$ cat src/rtl/bdsr_nibble_feeder_if.sv
`default_nettype none
// =====================================================================
// Module   : bdsr_nibble_feeder_if
// Summary  : Word handshake plus serial outputs of the nibble feeder.
// Revision : 1.0
// =====================================================================
interface bdsr_nibble_feeder_if #(
    parameter int WIDTH = 4
);
    logic             in_valid;
    logic             in_ready;
    logic [WIDTH-1:0] in_word;
    logic             in_dir;
    logic             X;
    logic             Data;
    logic             shift_en;
    logic             word_done;
    logic             busy;

    modport master (
        output in_valid, in_word, in_dir,
        input  in_ready, X, Data, shift_en, word_done, busy
    );

    modport slave (
        input  in_valid, in_word, in_dir,
        output in_ready, X, Data, shift_en, word_done, busy
    );
endinterface
`default_nettype wire

$ cat src/rtl/bdsr_nibble_feeder.sv
`default_nettype none
// =====================================================================
// Module   : bdsr_nibble_feeder
// Summary  : FIFO-buffered serialiser feeding a bidirectional shift register.
// Revision : 1.0
// =====================================================================
module bdsr_nibble_feeder #(
    parameter int   WIDTH = 4,
    parameter int   DEPTH = 2,
    parameter int   GAP   = 0,
    parameter logic FILL  = 1'b0
) (
    input wire                  clock,
    input wire                  reset,
    bdsr_nibble_feeder_if.slave bus
);

    localparam int AW = $clog2(DEPTH);
    localparam int CW = AW + 1;
    localparam int KW = (WIDTH > 1) ? $clog2(WIDTH) : 1;

    localparam logic [KW-1:0] K_LAST   = KW'(WIDTH - 1);
    localparam logic [3:0]    GAP_LAST = (GAP > 0) ? 4'(GAP - 1) : 4'd0;

    localparam logic [1:0] S_IDLE  = 2'd0;
    localparam logic [1:0] S_SHIFT = 2'd1;
    localparam logic [1:0] S_WAIT  = 2'd2;

    // FIFO storage and bookkeeping
    logic [WIDTH:0]   mem_q [DEPTH];
    logic [WIDTH:0]   mem_d [DEPTH];
    logic [AW-1:0]    wr_ptr_q, wr_ptr_d;
    logic [AW-1:0]    rd_ptr_q, rd_ptr_d;
    logic [CW-1:0]    count_q, count_d;
    logic             push;
    logic             pop;
    logic             fifo_empty;
    logic [WIDTH:0]   head;

    // Serialiser state
    logic [1:0]       state_q, state_d;
    logic [KW-1:0]    k_q, k_d;
    logic [WIDTH-1:0] word_q, word_d;
    logic             dir_q, dir_d;
    logic [3:0]       gap_q, gap_d;
    logic             load;

    // Registered outputs
    logic             in_ready_q, in_ready_d;
    logic             x_q, x_d;
    logic             data_q, data_d;
    logic             shift_en_q, shift_en_d;
    logic             word_done_q, word_done_d;
    logic             busy_q, busy_d;
    logic [KW-1:0]    bit_idx;

    assign push       = bus.in_valid && in_ready_q;
    assign fifo_empty = (count_q == '0);
    assign head       = mem_q[rd_ptr_q];

    always_comb begin
        mem_d    = mem_q;
        wr_ptr_d = wr_ptr_q;
        rd_ptr_d = rd_ptr_q;
        count_d  = count_q;
        if (push) begin
            mem_d[wr_ptr_q] = {bus.in_dir, bus.in_word};
            wr_ptr_d        = wr_ptr_q + 1'b1;
        end
        if (pop) begin
            rd_ptr_d = rd_ptr_q + 1'b1;
        end
        case ({push, pop})
            2'b10:   count_d = count_q + 1'b1;
            2'b01:   count_d = count_q - 1'b1;
            default: count_d = count_q;
        endcase
    end

    // Next-state logic: a load pops the FIFO head straight into bit 0
    always_comb begin
        state_d = state_q;
        k_d     = k_q;
        word_d  = word_q;
        dir_d   = dir_q;
        gap_d   = gap_q;
        load    = 1'b0;
        pop     = 1'b0;
        case (state_q)
            S_IDLE: begin
                load = !fifo_empty;
            end
            S_SHIFT: begin
                if (k_q == K_LAST) begin
                    if (GAP > 0) begin
                        state_d = S_WAIT;
                        gap_d   = 4'd0;
                    end else if (!fifo_empty) begin
                        load = 1'b1;
                    end else begin
                        state_d = S_IDLE;
                    end
                end else begin
                    k_d = k_q + 1'b1;
                end
            end
            S_WAIT: begin
                if (gap_q == GAP_LAST) begin
                    if (!fifo_empty) begin
                        load = 1'b1;
                    end else begin
                        state_d = S_IDLE;
                    end
                end else begin
                    gap_d = gap_q + 4'd1;
                end
            end
            default: begin
                state_d = S_IDLE;
            end
        endcase
        if (load) begin
            pop             = 1'b1;
            state_d         = S_SHIFT;
            k_d             = '0;
            {dir_d, word_d} = head;
        end
    end

    // Outputs are computed from the next state so they register alongside it
    always_comb begin
        shift_en_d  = (state_d == S_SHIFT);
        bit_idx     = dir_d ? k_d : (K_LAST - k_d);
        data_d      = shift_en_d ? word_d[bit_idx] : FILL;
        x_d         = shift_en_d ? dir_d : x_q;
        word_done_d = shift_en_d && (k_d == K_LAST);
        busy_d      = (count_d != '0) || (state_d != S_IDLE);
        in_ready_d  = (count_d < CW'(DEPTH));
    end

    always_ff @(posedge clock) begin
        if (reset) begin
            wr_ptr_q    <= '0;
            rd_ptr_q    <= '0;
            count_q     <= '0;
            state_q     <= S_IDLE;
            k_q         <= '0;
            word_q      <= '0;
            dir_q       <= 1'b0;
            gap_q       <= 4'd0;
            in_ready_q  <= 1'b0;
            x_q         <= 1'b0;
            data_q      <= FILL;
            shift_en_q  <= 1'b0;
            word_done_q <= 1'b0;
            busy_q      <= 1'b0;
        end else begin
            wr_ptr_q    <= wr_ptr_d;
            rd_ptr_q    <= rd_ptr_d;
            count_q     <= count_d;
            state_q     <= state_d;
            k_q         <= k_d;
            word_q      <= word_d;
            dir_q       <= dir_d;
            gap_q       <= gap_d;
            in_ready_q  <= in_ready_d;
            x_q         <= x_d;
            data_q      <= data_d;
            shift_en_q  <= shift_en_d;
            word_done_q <= word_done_d;
            busy_q      <= busy_d;
        end
    end

    // Entries are only read after a counted write, so storage needs no reset
    always_ff @(posedge clock) begin
        mem_q <= mem_d;
    end

    assign bus.in_ready  = in_ready_q;
    assign bus.X         = x_q;
    assign bus.Data      = data_q;
    assign bus.shift_en  = shift_en_q;
    assign bus.word_done = word_done_q;
    assign bus.busy      = busy_q;

endmodule
`default_nettype wire

$ cat src/flat_wrapper.sv
// flat-port wrapper written by rule: the top's interface ports become plain ports
module bdsr_nibble_feeder_flat 
#(
    parameter int   WIDTH = 4,
    parameter int   DEPTH = 2,
    parameter int   GAP   = 0,
    parameter logic FILL  = 1'b0
)
  (clock, reset, bus_in_valid, bus_in_word, bus_in_dir, bus_in_ready, bus_X, bus_Data, bus_shift_en, bus_word_done, bus_busy);
  bdsr_nibble_feeder_if #(.WIDTH(WIDTH)) bus_i ();
  input wire clock;
  input wire reset;
  input wire logic [$bits(bus_i.in_valid)-1:0] bus_in_valid;
  input wire logic [$bits(bus_i.in_word)-1:0] bus_in_word;
  input wire logic [$bits(bus_i.in_dir)-1:0] bus_in_dir;
  output wire logic [$bits(bus_i.in_ready)-1:0] bus_in_ready;
  output wire logic [$bits(bus_i.X)-1:0] bus_X;
  output wire logic [$bits(bus_i.Data)-1:0] bus_Data;
  output wire logic [$bits(bus_i.shift_en)-1:0] bus_shift_en;
  output wire logic [$bits(bus_i.word_done)-1:0] bus_word_done;
  output wire logic [$bits(bus_i.busy)-1:0] bus_busy;
  assign bus_i.in_valid = bus_in_valid;
  assign bus_i.in_word = bus_in_word;
  assign bus_i.in_dir = bus_in_dir;
  assign bus_in_ready = bus_i.in_ready;
  assign bus_X = bus_i.X;
  assign bus_Data = bus_i.Data;
  assign bus_shift_en = bus_i.shift_en;
  assign bus_word_done = bus_i.word_done;
  assign bus_busy = bus_i.busy;
  bdsr_nibble_feeder #(.WIDTH(WIDTH), .DEPTH(DEPTH), .GAP(GAP), .FILL(FILL)) u_core (.clock(clock), .reset(reset), .bus(bus_i));
endmodule
$ cat config.mk
export PLATFORM = sky130hd
export DESIGN_NAME = bdsr_nibble_feeder_flat
export DESIGN_NICKNAME = d
export VERILOG_FILES = /design/src/rtl/bdsr_nibble_feeder_if.sv /design/src/rtl/bdsr_nibble_feeder.sv /design/src/flat_wrapper.sv
export SDC_FILE = /design/constraint.sdc
export NUM_CORES = 1
export LEC_CHECK = 0
export CAP_MARGIN = 15
export CORE_ASPECT_RATIO = 0.9
export CORE_UTILIZATION = 53
export CTS_BUF_LIST = sky130_fd_sc_hd__clkbuf_4
export DETAILED_ROUTE_END_ITERATION = 10
export GPL_ROUTABILITY_DRIVEN = 0
export PLACE_DENSITY = 0.82
export SETUP_SLACK_MARGIN = 0.1
export SLEW_MARGIN = 10
export SYNTH_ARGS = -nofsm -noshare
export SYNTH_HDL_FRONTEND = slang
export SYNTH_SLANG_ARGS = --single-unit
$ cat constraint.sdc
create_clock -name clock -period 2.6 [get_ports clock]
set_input_delay 0.65 -clock clock [delete_from_list [all_inputs] [get_ports clock]]
set_output_delay 0.65 -clock clock [all_outputs]
set_load 0.05 [all_outputs]
==> run summary, run 1 <==
From left edge to right edge, the die measures 59.6 um. In the finished design, the share of the clock period the worst path needs comes to 0.923. Setup repair after global routing left no endpoint under its margin. The total number of vias came out at 1154. The filler cell count came out at 241. The leakage power of the design came out at 0.673 nW. The power per standard cell area is 1100 nW/um^2. The number of warnings issued by yosys is 0. Cell internal power was estimated by the tool at 1.16 mW. The library cell used as clock root buffer is clkbuf_4. The number of synthesized register bits is 33. The post-route cell area came out at 1830 sq um. The final core utilization came out at 0.655.

The count of flip-flops with a built-in enable after synthesis came out at 10. The number of top-level pins is 14. The switching power summed over all nets came out at 0.857 mW. The number of global-route vias before repair came out at 1106. Dividing the detail-routed wire length by the instance count gives 15.0 um. The detailed-router iteration count before antenna repair is 4.

The class of the most critical setup path is register to register. In the final routing, the length of wire on met1 measures 1.34 mm. The number of buffer cells added on primary ports is 13. The area of the mapped netlist is 1580 sq um. The post-layout net count is 180. OpenSTA, run right after detailed placement, puts the worst setup slack at 0.143 ns. Of the total power, combinational logic draws 0.461.

The mean number of vias per cell is 5.60. The most used flip-flop cell after synthesis is dfxtp_1. The critical path data required time came out at 2.84 ns.

The number of setup violations in the final report came out at 0. The worst hold path terminates at u_core.gap_q[1]. The worst-skew pair later-pin latency is 0.35 ns. The cell type of the slowest stage on the worst timing path is or4b_1. A synthesized cell averages 10.7 sq um. The highest achievable clock rate came out at 0.417 GHz.

The total routed wirelength came out at 3.09 mm. The detail route stage leaves a number of antenna-violating nets equal to 0. The register area is 763 sq um. The maximum clock path buffer count is 2. The setup TNS is 0 ns. The element type at the critical path start is a register.

By instance count, the cell type seen most on the critical path is ha_1. The clock tree skew after final layout came out at 0.00647 ns. After detailed routing, the number of remaining DRC violations is 0.

The maximum fanout count along the critical path is 5. The number of design-rule violations left by the first detailed-router iteration is 70. In this run the critical register-to-register path is captured at u_core.bus.busy. The worst-case setup margin in the final layout came out at 0.201 ns.

The clock power share is 0.143. The die is 53.8 um tall. The clock transition at the registers of the reported paths is 0.11 ns. The remaining max-slew budget at the tightest pin is 0.668. The reg2reg setup slack came out at 0.20 ns. The delay of the slowest critical-path stage came out at 0.46 ns.

Routed signal wires occupy layers up through met4. The share of the yosys chip area belonging to registers is 0.481. The area of the core region is 2790 sq um. The post-placement cell area came out at 1740 sq um. The flow ran to the end, and the final reports show no timing, DRC or antenna violations.

The routed wire length on met2 came out at 1.45 mm. The placement row count came out at 18. TritonCTS built the clock tree. The worst-case vdd ir drop came out at 0.000723 V. The global-route wire length before repair is 5.05 mm. The largest net degree at the start of global routing is 20. The count of clock tree sinks came out at 33. The time the final worst path needs with I/O delays and setup is 2.40 ns. The worst setup path is captured at a register. The critical path goes through inv_1 -> ha_1 -> or4b_1 -> o22ai_2 -> ha_1 -> nor2b_2 -> nand2b_1 -> a211oi_2 -> a21oi_1. The number of buffers created by CTS is 5.

The measured slew at the worst slew-check pin came out at 0.497 ns. The total area of multi-input combinational cells is 774 sq um. The remaining global-route overflow came out at 0. The number of hold violations in the final report came out at 0. The initial utilization of the core area, before any placement, comes to 0.566. The net count after synthesis came out at 163. The worst slack on hold paths came out at 0.506 ns. The fraction of power spent switching nets came out at 0.425.

The worst hold path begins at u_core.gap_q[1]. The number of pins with negative max-slew slack in the final report came out at 0. For this design, the CTS-stage hold fixing added 0 buffers. The data arrival time at the worst-slack endpoint is 2.64 ns. The number of placed instances, taps included, is 197. The class of the tightest hold or removal check is register to register.

The number of cells traversed by the worst register-to-register path came out at 9. The amount of wire on met3 after detailed routing came out at 227 um. The detailed placement HPWL came out at 2.21 mm. The fraction of layout instances using a drive strength above 1 is 0.187. The gate count of the mapped netlist came out at 148. In this run the number of H-tree levels came out at 2.

The area of the die is 3210 sq um. The count of maximum capacitance violations came out at 0. The hold-critical path depth is 2. The count of inserted antenna diode cells came out at 0. The number of distinct library cells after synthesis is 40. The post-layout total power came out at 2.02 mW.

The share of power burned in registers came out at 0.396. The number of antenna violations at the first check in global routing came out at 0. The post-layout instance count excluding filler cells is 206.

In the synthesized netlist the async set-or-reset flop fraction comes to 0. The launching point of the worst reg2reg path is u_core.state_q[1]. The overall track demand over capacity in global routing came out at 0.226. The area added between synthesis and finish came out at 15.7%.
## logic make-up (layout without fill, tap and decap cells)
group	Yosys count	in the layout	share of synthesized area
buffers and inverters	13	31	0.0467
XOR/XNOR	7	7	0.0388
multiplexers	9	9	0.0649
AO/OA/AOI/OAI	27	27	0.143
AND/OR/NAND/NOR	52	52	0.170
adder cells (fa/ha/maj)	7	7	0.0554
flip-flops	33	33	0.481
## per-layer routing
layer	vias up	global-route usage
li1	560	-
met1	534	0.257
met2	50	0.363
met3	10	0.103
met4	0	0.109
met5	-	0
## what timing repair did
item | CTS | global route
setup buffers | 0 | 1
gates resized for setup | 0 | 8
endpoints found under the setup margin | 0 | 1
## area by class of cell
class                   count  area share
multi-input cells         102       0.423
flip-flops and latches     33       0.417
clock inverters             3     0.00958
clock buffers               5      0.0205
inverters                   5      0.0103
well taps                  40      0.0274
repair buffers             18      0.0917
## layout by cell type (no fill, tap or decap), types with 2 or more instances in the layout
master           instances
dfxtp_1                 21
nor2_1                  19
clkdlybuf4s50_1         13
edfxtp_1                10
mux2i_1                  8
nand2_1                  7
a211oi_2                 7
ha_1                     6
inv_1                    5
a21oi_1                  5
clkbuf_4                 5
buf_4                    5
nand2b_1                 4
and3_1                   4
nor3_1                   4
xor2_1                   4
nor2b_1                  3
xnor2_1                  3
nor2b_2                  2
o21ai_0                  2
o211a_1                  2
a211oi_1                 2
clkinv_2                 2
dfxtp_2                  2
## Yosys cell counts, types with 2 or more instances
cell type | n | area share
a211oi_1 | 4 | 0.019
a211oi_2 | 5 | 0.040
a21oi_1 | 5 | 0.016
and3_1 | 4 | 0.016
buf_2 | 2 | 0.0063
buf_6 | 3 | 0.021
clkbuf_1 | 3 | 0.0071
dfxtp_1 | 23 | 0.29
edfxtp_1 | 10 | 0.19
ha_1 | 7 | 0.055
inv_1 | 5 | 0.012
mux2i_1 | 8 | 0.051
nand2_1 | 7 | 0.017
nand2b_1 | 4 | 0.016
nor2_1 | 19 | 0.045
nor2b_1 | 5 | 0.020
nor3_1 | 4 | 0.013
o211a_1 | 2 | 0.013
o21ai_0 | 2 | 0.0063
xnor2_1 | 3 | 0.017
xor2_1 | 4 | 0.022
## worst max-delay path, delay by kind of cell, from the launching register on
family | cells | cell delay, ns
and+or+nand+nor | 3 | 0.75
adders and majority gates | 2 | 0.58
AOI/OAI and AO/OA | 3 | 0.49
DFF | 1 | 0.39
buffers and inverters | 1 | 0.10
## registers in the layout (all words and copies together), names as in the netlist, 2 cells and up
name / cells
u_core.gap_q: 4
u_core.mem_q: 10
u_core.count_q: 2
u_core.k_q: 2
u_core.state_q: 2
u_core.word_q: 4
## worst max-delay path by stage
stage                 startpoint              end  depth (start not counted)
2_1_floorplan  u_core.state_q[0]  u_core.bus.busy                         11
3_5_place_dp   u_core.state_q[0]  u_core.bus.busy                         10
5_1_grt        u_core.state_q[0]  u_core.bus.busy                          9
4_1_cts        u_core.state_q[0]  u_core.bus.busy                         10
6_report       u_core.state_q[1]  u_core.bus.busy                          9
3_3_place_gp   u_core.state_q[0]  u_core.bus.busy                         10
## power by group through the flow
stage / combinational, mW / clock [mW] / sequential, mW
after detailed placement: 0.878 / 0 / 0.804
final: 0.930 / 0.288 / 0.798
after floorplan: 0.651 / 0 / 0.855
after CTS: 0.886 / 0.290 / 0.792
after global routing: 1.02 / 0.319 / 0.816
after global placement: 0.837 / 0 / 0.788
No activity file was read; power rests on OpenSTA's default activity.
==> inputs of run 2 (changes only) <==
--- a/config.mk
+++ b/config.mk
@@ -11,6 +11,8 @@
 export CTS_BUF_LIST = sky130_fd_sc_hd__clkbuf_4
 export DETAILED_ROUTE_END_ITERATION = 10
 export GPL_ROUTABILITY_DRIVEN = 0
+export GPL_TIMING_DRIVEN = 0
+export HOLD_SLACK_MARGIN = 0.1
 export PLACE_DENSITY = 0.82
 export SETUP_SLACK_MARGIN = 0.1
 export SLEW_MARGIN = 10
==> run summary, run 2 (synthesis gave the netlist of run 1 again) <==
The flow ran to the end, and the final reports show no timing, DRC or antenna violations. The delay of the slowest critical-path stage came out at 0.47 ns. The min-delay analysis places its worst path in the category register to register. The data arrival time at the worst-slack endpoint is 2.64 ns. The maximum clock path buffer count came out at 2. At the pin with the least slew margin, the transition time is 0.571 ns. The remaining antenna violation count after routing came out at 0. The power per standard cell area came out at 1180 nW/um^2.

Dividing the detail-routed wire length by the instance count gives 15.1 um. The number of antenna violations at the first check in global routing came out at 0. The number of global-route vias before repair is 1192. The leakage power of the design is 0.724 nW. Setup repair after global routing left no endpoint under its margin. The total routed wirelength came out at 3.25 mm. The power share of the combinational group came out at 0.493.

The share of power burned in registers came out at 0.337. Once detailed placement completed, the half-perimeter wirelength came to 2.18 mm. The count of clock tree sinks is 33. The critical path data required time is 2.82 ns. The remaining global-route overflow came out at 0. The y dimension of the die came out at 53.8 um. STA classifies the critical path startpoint as a register. The post-route cell area came out at 1950 sq um.

The internal power came out at 1.38 mW. The post-layout net count came out at 189. The class of the most critical setup path is register to register. The signal on the critical path passes through inv_1 -> ha_1 -> or4b_4 -> o22ai_4 -> buf_6 -> ha_4 -> nor2b_2 -> nand2b_1 -> a211oi_2 -> a21oi_1. The most common cell after layout, fill and taps aside is dfxtp_1. The initial utilization of the core area, before any placement, comes to 0.566. TritonCTS built the clock tree. The final core utilization came out at 0.698. Buffers placed on the I/O ports in this run total 13. The die is 59.6 um wide. The cell type of the slowest stage on the worst timing path is or4b_4. The area of the core region came out at 2790 sq um. Of the total power, the clock network draws 0.170. The worst-skew pair later-pin latency is 0.35 ns.

In the global route stage, overall resource usage came out at 0.239. The number of design-rule violations left by the first detailed-router iteration is 43. The number of setup violations in the final report came out at 0. The remaining design rule violation count is 0. 14 I/O pins were placed. Broken down by cell family, the worst path's largest delay share belongs to simple AND/OR/NAND/NOR gates. The number of buffers created by CTS came out at 5. For the final database, setup skew stands at 0.00775 ns.

The maximum fanout count along the critical path came out at 5. The worst-case vdd ir drop is 0.000640 V. Entering global routing, the biggest net connects 13 pins. The time the final worst path needs with I/O delays and setup is 2.42 ns. Summing all placed instances gives a cell area of 1760 sq um.

In the finished design, the share of the clock period the worst path needs comes to 0.930. In the final layout, the registers with the most flip-flops are u_core.mem_q: 10 flops, u_core.gap_q: 4 flops, u_core.word_q: 4 flops. The clock transition at the registers of the reported paths is 0.10 ns. The fraction of layout instances using a drive strength above 1 came out at 0.229. The detailed-router iteration count before antenna repair came out at 5. The placement row count came out at 18. The global-route wire length before repair is 5.40 mm. The switching power summed over all nets is 0.916 mW. The count of inserted antenna diode cells is 0. Based on the critical path, the design can be clocked at up to 0.414 GHz. The remaining max-slew budget at the tightest pin came out at 0.619. The area of the die came out at 3210 sq um. In this run the number of H-tree levels came out at 2.

The count of maximum capacitance violations is 0. The number of pins with negative max-slew slack in the final report came out at 0. The number of buffers and inverters on the critical path is 2.

The area added between synthesis and finish is 23.3%. The type of element capturing the critical path is a register. The flip-flop count of the largest register after layout is 10.

In this run the clock root is driven by a clkbuf_4. The number of hold violations in the final report came to 0. The fraction of power spent switching nets came out at 0.400. In the routed layout, each cell is associated on average with a via count of 5.67. The routed layout has 1219 vias. Ranked by flip-flop count, first place goes to u_core.mem_q. In the layout the commonest cells are dfxtp_1 (21), nor2_1 (19), clkdlybuf4s50_1 (13).
==> run 2: cell count changes in the layout (fill, tap and decap cells not counted), sizes merged <==
cell / change
buf: +6
bufinv: +1
clkbuf: +3
clkinv: -1
==> run 2: metrics by stage <==
stage	TNS [ns]	hold slack, ns	worst slack [ns]	power, mW	cells
after floorplan	0	0.466	0.175	1.51	148
after global placement	-0.0583	0.478	-0.0583	1.68	201
after detailed placement	-0.174	0.502	-0.174	1.74	201
after CTS	0	0.525	0.105	2.19	211
after global routing	0	0.559	0.0691	2.44	215
final	0	0.536	0.182	2.29	215
==> run 2: worst paths after layout <==
| check | cells past startpoint | from | end | slack, ns |
|---|---|---|---|---|
| max | 10 | u_core.state_q[1] | u_core.bus.busy | 0.18 |
| max reg2reg | 10 | u_core.state_q[1] | u_core.bus.busy | 0.18 |
| min | 2 | u_core.gap_q[1] | u_core.gap_q[1] | 0.54 |
| min reg2reg | 2 | u_core.gap_q[1] | u_core.gap_q[1] | 0.54 |
==> run 2: area by class of cell <==
class,instances,area [sq um]
plain buffers,8,55.1
inverters,5,18.8
repair buffers,19,175
multi-input cells,102,798
well taps,40,50.0
clock buffers,5,37.5
fillers,209,843
flip-flops and latches,33,768
clock inverters,3,46.3
==> run 2: worst register-to-register path: stages (launching register included) <==
cell	delay, ns
dfxtp_4	0.39
inv_1	0.08
ha_1	0.27
or4b_4	0.47
o22ai_4	0.16
buf_6	0.13
ha_4	0.21
nor2b_2	0.18
nand2b_1	0.09
a211oi_2	0.22
a21oi_1	0.10
==> run 2: per-layer routing <==
metal | vias up | track usage | routed length (um)
met5 | - | 0 | 0
met4 | 0 | 0.136 | 52
met3 | 7 | 0.0962 | 192
met2 | 45 | 0.375 | 1660
met1 | 590 | 0.281 | 1340
li1 | 577 | - | -
==> run 2: repair_timing <==
action                                  CTS  global route
resized for setup                         8             6
endpoints found under the setup margin    2             1
pin swaps                                 2             3
buffers inserted                          2             4
hold buffers                              0             0
==> run 2: power by group through the flow <==
stage / registers, mW / clock network, mW / logic [mW]
final: 0.772 / 0.390 / 1.13
after global routing: 0.790 / 0.419 / 1.24
after CTS: 0.767 / 0.401 / 1.02
after detailed placement: 0.774 / 0 / 0.963
after global placement: 0.762 / 0 / 0.916
after floorplan: 0.855 / 0 / 0.651
==> inputs of run 3 (changes only) <==
==> constraint.sdc (replaced) <==
create_clock -name clock -period 2.6 [get_ports clock]
set_input_delay 0.52 -clock clock [delete_from_list [all_inputs] [get_ports clock]]
set_output_delay 0.52 -clock clock [all_outputs]
set_load 0.05 [all_outputs]
==> results of run 3 <==
No change in the layout: final DEF, timing and power equal those of run 2.
